<file path="src/rtl/fetch_pkg.sv">
// fetch_pkg: shared types and constants for the fetch stage.
//   fetch_state_t - sequencing FSM states
//   HALT_INSTR    - all-ones instruction that stops execution
//   BRANCH_LUT    - assembler-generated table of absolute branch targets
package fetch_pkg;

   typedef enum logic [1:0] {
      IDLE  = 2'd0,
      ARMED = 2'd1,
      RUN   = 2'd2,
      DONE  = 2'd3
   } fetch_state_t;

   localparam int unsigned LUT_PC_W  = 10;
   localparam int unsigned LUT_DEPTH = 32;

   localparam logic [8:0] HALT_INSTR = 9'h1FF;

   // Indexed by instr[4:0]; edit only this table when the program changes.
   localparam logic [LUT_PC_W-1:0] BRANCH_LUT [LUT_DEPTH] = '{
      10'h100, 10'h107, 10'h10E, 10'h040, 10'h11C, 10'h3FF, 10'h12A, 10'h131,
      10'h138, 10'h13F, 10'h146, 10'h14D, 10'h154, 10'h15B, 10'h162, 10'h169,
      10'h170, 10'h177, 10'h17E, 10'h185, 10'h18C, 10'h193, 10'h19A, 10'h1A1,
      10'h1A8, 10'h1AF, 10'h1B6, 10'h1BD, 10'h1C4, 10'h1CB, 10'h1D2, 10'h155
   };

endpackage

</file>
<file path="src/rtl/branch_lut.sv">
// branch_lut: combinational branch-target lookup into BRANCH_LUT.
//   idx_i    - table index (low instruction bits)
//   target_o - absolute PC target
module branch_lut
   import fetch_pkg::*;
#(
   parameter int unsigned PC_W   = 10,
   parameter int unsigned LUT_AW = 5
) (
   input  logic [LUT_AW-1:0] idx_i,
   output logic [PC_W-1:0]   target_o
);

   assign target_o = PC_W'(BRANCH_LUT[idx_i]);

endmodule

</file>
<file path="src/rtl/fetch_unit.sv">
// fetch_unit: program counter and fetch sequencing with start/done handshake.
//   clk, reset  - clock, synchronous active-high reset
//   start       - level-sensitive launch request
//   instr       - instruction at prog_ctr
//   branch      - taken-branch decision for instr
//   prog_ctr    - registered PC / instruction-memory address
//   running     - high in RUN (write enable gate)
//   done        - high in DONE
//   cycle_count - saturating count of RUN cycles since last launch
module fetch_unit
   import fetch_pkg::*;
#(
   parameter int unsigned PC_W   = 10,
   parameter int unsigned IW     = 9,
   parameter int unsigned LUT_AW = 5,
   parameter int unsigned CNT_W  = 16
) (
   input  logic             clk,
   input  logic             reset,
   input  logic             start,
   input  logic [IW-1:0]    instr,
   input  logic             branch,
   output logic [PC_W-1:0]  prog_ctr,
   output logic             running,
   output logic             done,
   output logic [CNT_W-1:0] cycle_count
);

   fetch_state_t     state_q, state_d;
   logic [PC_W-1:0]  pc_q, pc_d;
   logic [CNT_W-1:0] cnt_q, cnt_d;
   logic             running_q, done_q;
   logic [PC_W-1:0]  lut_target;
   logic             halt;

   branch_lut #(
      .PC_W   (PC_W),
      .LUT_AW (LUT_AW)
   ) u_branch_lut (
      .idx_i    (instr[LUT_AW-1:0]),
      .target_o (lut_target)
   );

   assign halt = &instr;

   always_comb begin
      state_d = state_q;
      pc_d    = pc_q;
      cnt_d   = cnt_q;
      unique case (state_q)
         IDLE, DONE: begin
            if (start) begin
               state_d = ARMED;
               pc_d    = '0;
               cnt_d   = '0;
            end
         end
         ARMED: begin
            pc_d  = '0;
            cnt_d = '0;
            if (!start) state_d = RUN;
         end
         RUN: begin
            if (start) begin
               // Restart: nothing completes on this edge.
               state_d = ARMED;
               pc_d    = '0;
               cnt_d   = '0;
            end else begin
               if (!(&cnt_q)) cnt_d = cnt_q + 1'b1;
               // Halt beats branch; PC stays on the halt address.
               if (halt)        state_d = DONE;
               else if (branch) pc_d    = lut_target;
               else             pc_d    = pc_q + 1'b1;
            end
         end
         default: state_d = IDLE;
      endcase
   end

   always_ff @(posedge clk) begin
      if (reset) begin
         state_q   <= IDLE;
         pc_q      <= '0;
         cnt_q     <= '0;
         running_q <= 1'b0;
         done_q    <= 1'b0;
      end else begin
         state_q   <= state_d;
         pc_q      <= pc_d;
         cnt_q     <= cnt_d;
         running_q <= (state_d == RUN);
         done_q    <= (state_d == DONE);
      end
   end

   assign prog_ctr    = pc_q;
   assign running     = running_q;
   assign done        = done_q;
   assign cycle_count = cnt_q;

endmodule

</file>
<file path="config.mk">
export PLATFORM = sky130hd
export DESIGN_NAME = fetch_unit
export DESIGN_NICKNAME = d
export VERILOG_FILES = /design/src/rtl/fetch_pkg.sv /design/src/rtl/branch_lut.sv /design/src/rtl/fetch_unit.sv
export SDC_FILE = /design/constraint.sdc
export NUM_CORES = 1
export LEC_CHECK = 0
export CAP_MARGIN = 20
export CORE_MARGIN = 2
export CORE_UTILIZATION = 60
export DETAILED_ROUTE_END_ITERATION = 10
export DONT_BUFFER_PORTS = 1
export GPL_ROUTABILITY_DRIVEN = 1
export GPL_TIMING_DRIVEN = 0
export PLACE_DENSITY = 0.76
export SYNTH_ARGS = -nofsm -noshare
export SYNTH_HDL_FRONTEND = slang
export SYNTH_SLANG_ARGS = --single-unit
</file>
<file path="constraint.sdc">
create_clock -name clk -period 2.4 [get_ports clk]
set_input_delay 0.36 -clock clk [delete_from_list [all_inputs] [get_ports clk]]
set_output_delay 0.36 -clock clk [all_outputs]
set_load 0.005 [all_outputs]
</file>
==> reports/summary.txt <==
Cell Pwr Density = 471 nW/um^2
DRC errors left = 0
Fin nets = 321
PnR Total Power = 1.10 mW
Mux share of post-synthesis cell area = 1.42%
Achievable clock frequency = 452 MHz
Final setup margin = 0.187 ns
Syn_area_per_cell = 7.66 um^2
Initial Util = 64.4%
Final Hold Fails = 0
Drt total wl = 5.84 mm
Ys flop type = dfxtp_1
First-pass GRT wire length = 9.54 mm
# IOs = 41
Hold Path End = prog_ctr[0]
Post-DP HPWL = 4.24 mm
Antenna cell count = 0
Initial antenna violation count = 0
Fraction of the mapped netlist area in adder cells = 7.97%
Total global-route track usage = 28.8%
Die ar. = 4160 um^2
Maxcap violations = 0
Crit end category = register
Pins Over Slew Limit = 0
R2R Path Start = state_q[0]
Commonest non-fill, non-tap cell in the layout = dfxtp_1
Final setup violation count = 0
XOR/XNOR share of the synthesized area = 0.797%
Share of cells above drive strength 1 = 6.46%
Seq/Total Area, Yosys = 27.3%
Min cycle time layout = 2.21 ns
CTS Root Cell = clkbuf_4
Req. time, crit path = 2.67 ns
Die extent in x = 64.5 um
Syn. warnings = 0
Largest family of logic cells by synthesized area = simple AND/OR/NAND/NOR gates
TritonCTS buffer count = 5
Worst path depth = 7
Placement Setup Slack = -0.0245 ns
GR Layer Usage met1 = 41.3%
Yosys top cell area share = 27.3%
Crit path kind = reg -> reg
Buffer and inverter count on the worst path = 1
Worst path slowest cell = nor3b_2
Asr flop ratio synth = 0%
Die Ht = 64.5 um
Skew final = 0.00991 ns
Critical path's top delay family = compound AO/OA/AOI/OAI gates
HP Start = branch
Rel. slew slack = 40.4%
CTS resizes = 1
Yosys reg bits = 30
Routability cong. = 0.936
GRT met2 Usage = 43.6%
Dominant cell type by area after synthesis = dfxtp_1
Max IR drop VDD = 545 uV
Pre-antenna DRT Iters = 5
Drt initial violations = 150
Count of different cell masters after synthesis = 50
CP Max Fanout = 8
Site row count = 21
Util after Layout = 68.6%
EDFF count, synth = 0
Mapped Area = 2200 um^2
Post-synth net total = 314
Placed Cells = 333
R2r setup slk = 0.19 ns
Most Used Layer, Global Route = met2
Final period utilization = 92.2%
Vias per Instance = 6.63
Via count = 2254
CTS Sinks = 30
Hold Buf Count CTS = 0
Hold WC Path Type = in -> reg
Maximum clock insertion buffer count = 2
Mapped Cells = 287
RSZ-0062 raised after global routing = false
Commonest cells after routing, fill and taps aside = dfxtp_1 (30), nor2_1 (25), a21oi_1 (22)
Area growth syn-to-layout = 6.55%
# port buffers = 0
Vias in the first global route = 2003
Wire per inst = 17.2 um
TNS Setup = 0 ns
R2R depth = 7
Core Area = 3420 um^2
Worst-Margin Slew = 0.886 ns
WHS = 0.218 ns
H-tree depth = 2
Largest net degree at the start of global routing = 11
Clock latency on the worst-skew pair = 0.34 ns
Leak pwr = 0.824 nW
Hold Path Depth = 2
Worst R2R End = prog_ctr[8]
CTS clk-pin slew, worst paths = 0.10 ns
GRT Residual Overflow = 0
Max stage delay on crit path = 0.42 ns
Met3 Use GR = 6.60%
Routed Antenna Nets = 0
TritonCTS clock tree = built
Cell Count, Final, Fillers Out = 340
Compound-cell area share of the yosys netlist = 27.8%
Arrival time worst endpoint = 2.49 ns
Simple-gate share of the synthesized area = 28.2%
Outcome = finished, final reports clean
Final instance area = 2340 um^2
Placed Area = 2260 um^2
CP Launch Type = register
Crit-path cells = inv_1 > ha_1 > nor3b_2 > o21ai_0 > a31oi_1 > o21ai_0 > a31oi_1
Synth top area cells = dfxtp_1 (27%), ha_1 (8.0%), a21oi_1 (5.0%)
Post-CTS Setup Bufs = 0
==> final cells by class <==
class                   count  area, um^2
multi-input cells         224        1460
fillers                   297        1070
flip-flops and latches     30         601
plain buffers              16        80.1
inverters                  17        63.8
well taps                  46        57.6
clock buffers               6        51.3
clock inverters             1        30.0
==> logic make-up after synthesis <==
logic type,after synthesis
AND/OR/NAND/NOR,113
buffers and inverters,33
flip-flops,30
AO/OA/AOI/OAI,92
multiplexers,3
XOR/XNOR,2
adder cells (fa/ha/maj),14
==> registers in the layout, summed over array words and instances, names as in the netlist <==
signal	flops
state_q	2
running	1
prog_ctr	10
done	1
cycle_count	16
==> layer usage <==
layer  vias up  wire [um]
li1       1095          -
met1      1041       2750
met2       111       2540
met3         7        495
met4         0         53
met5         -          0
==> worst max path at each step <==
stage,start,slack [ns],endpoint
2_1_floorplan,state_q[0],0.58,prog_ctr[8]
3_3_place_gp,state_q[0],-0.03,prog_ctr[8]
3_5_place_dp,state_q[0],-0.02,prog_ctr[8]
4_1_cts,state_q[0],0.27,prog_ctr[8]
5_1_grt,state_q[0],0.01,prog_ctr[9]
6_report,state_q[0],0.19,prog_ctr[8]
==> power by group <==
part	internal [mW]	leakage [nW]	switching, mW	total (mW)
sequential	0.502	0.242	0.00381	0.506
combinational	0.0576	0.537	0.111	0.169
clock	0.242	0.0443	0.187	0.429
total	0.802	0.824	0.302	1.10
==> worst register-to-register path, cell delays in order, from the launching register on <==
cell and delay [ns]:
dfxtp_1 0.38, inv_1 0.07, ha_1 0.40, nor3b_2 0.42
o21ai_0 0.29, a31oi_1 0.31, o21ai_0 0.15, a31oi_1 0.14
==> synth_stat cells, drive strengths merged, types with 2 or more instances <==
cell type,n
a211oi,2
a21oi,22
a221oi,2
a22oi,2
a311oi,2
a31o,2
a31oi,9
a32o,2
a32oi,3
a41oi,2
and3,9
and4,2
buf,5
clkbuf,11
dfxtp,30
ha,14
inv,16
mux2i,2
nand2,20
nand2b,8
nand3,15
nand4,7
nand4b,2
nor2,25
nor2b,4
nor3,8
nor3b,3
nor4,5
o211ai,6
o21ai,21
o221ai,2
o31ai,5
o32ai,4
or3,3
or4,2
xnor2,2
Note: power is estimated with default switching activity, not from simulation.
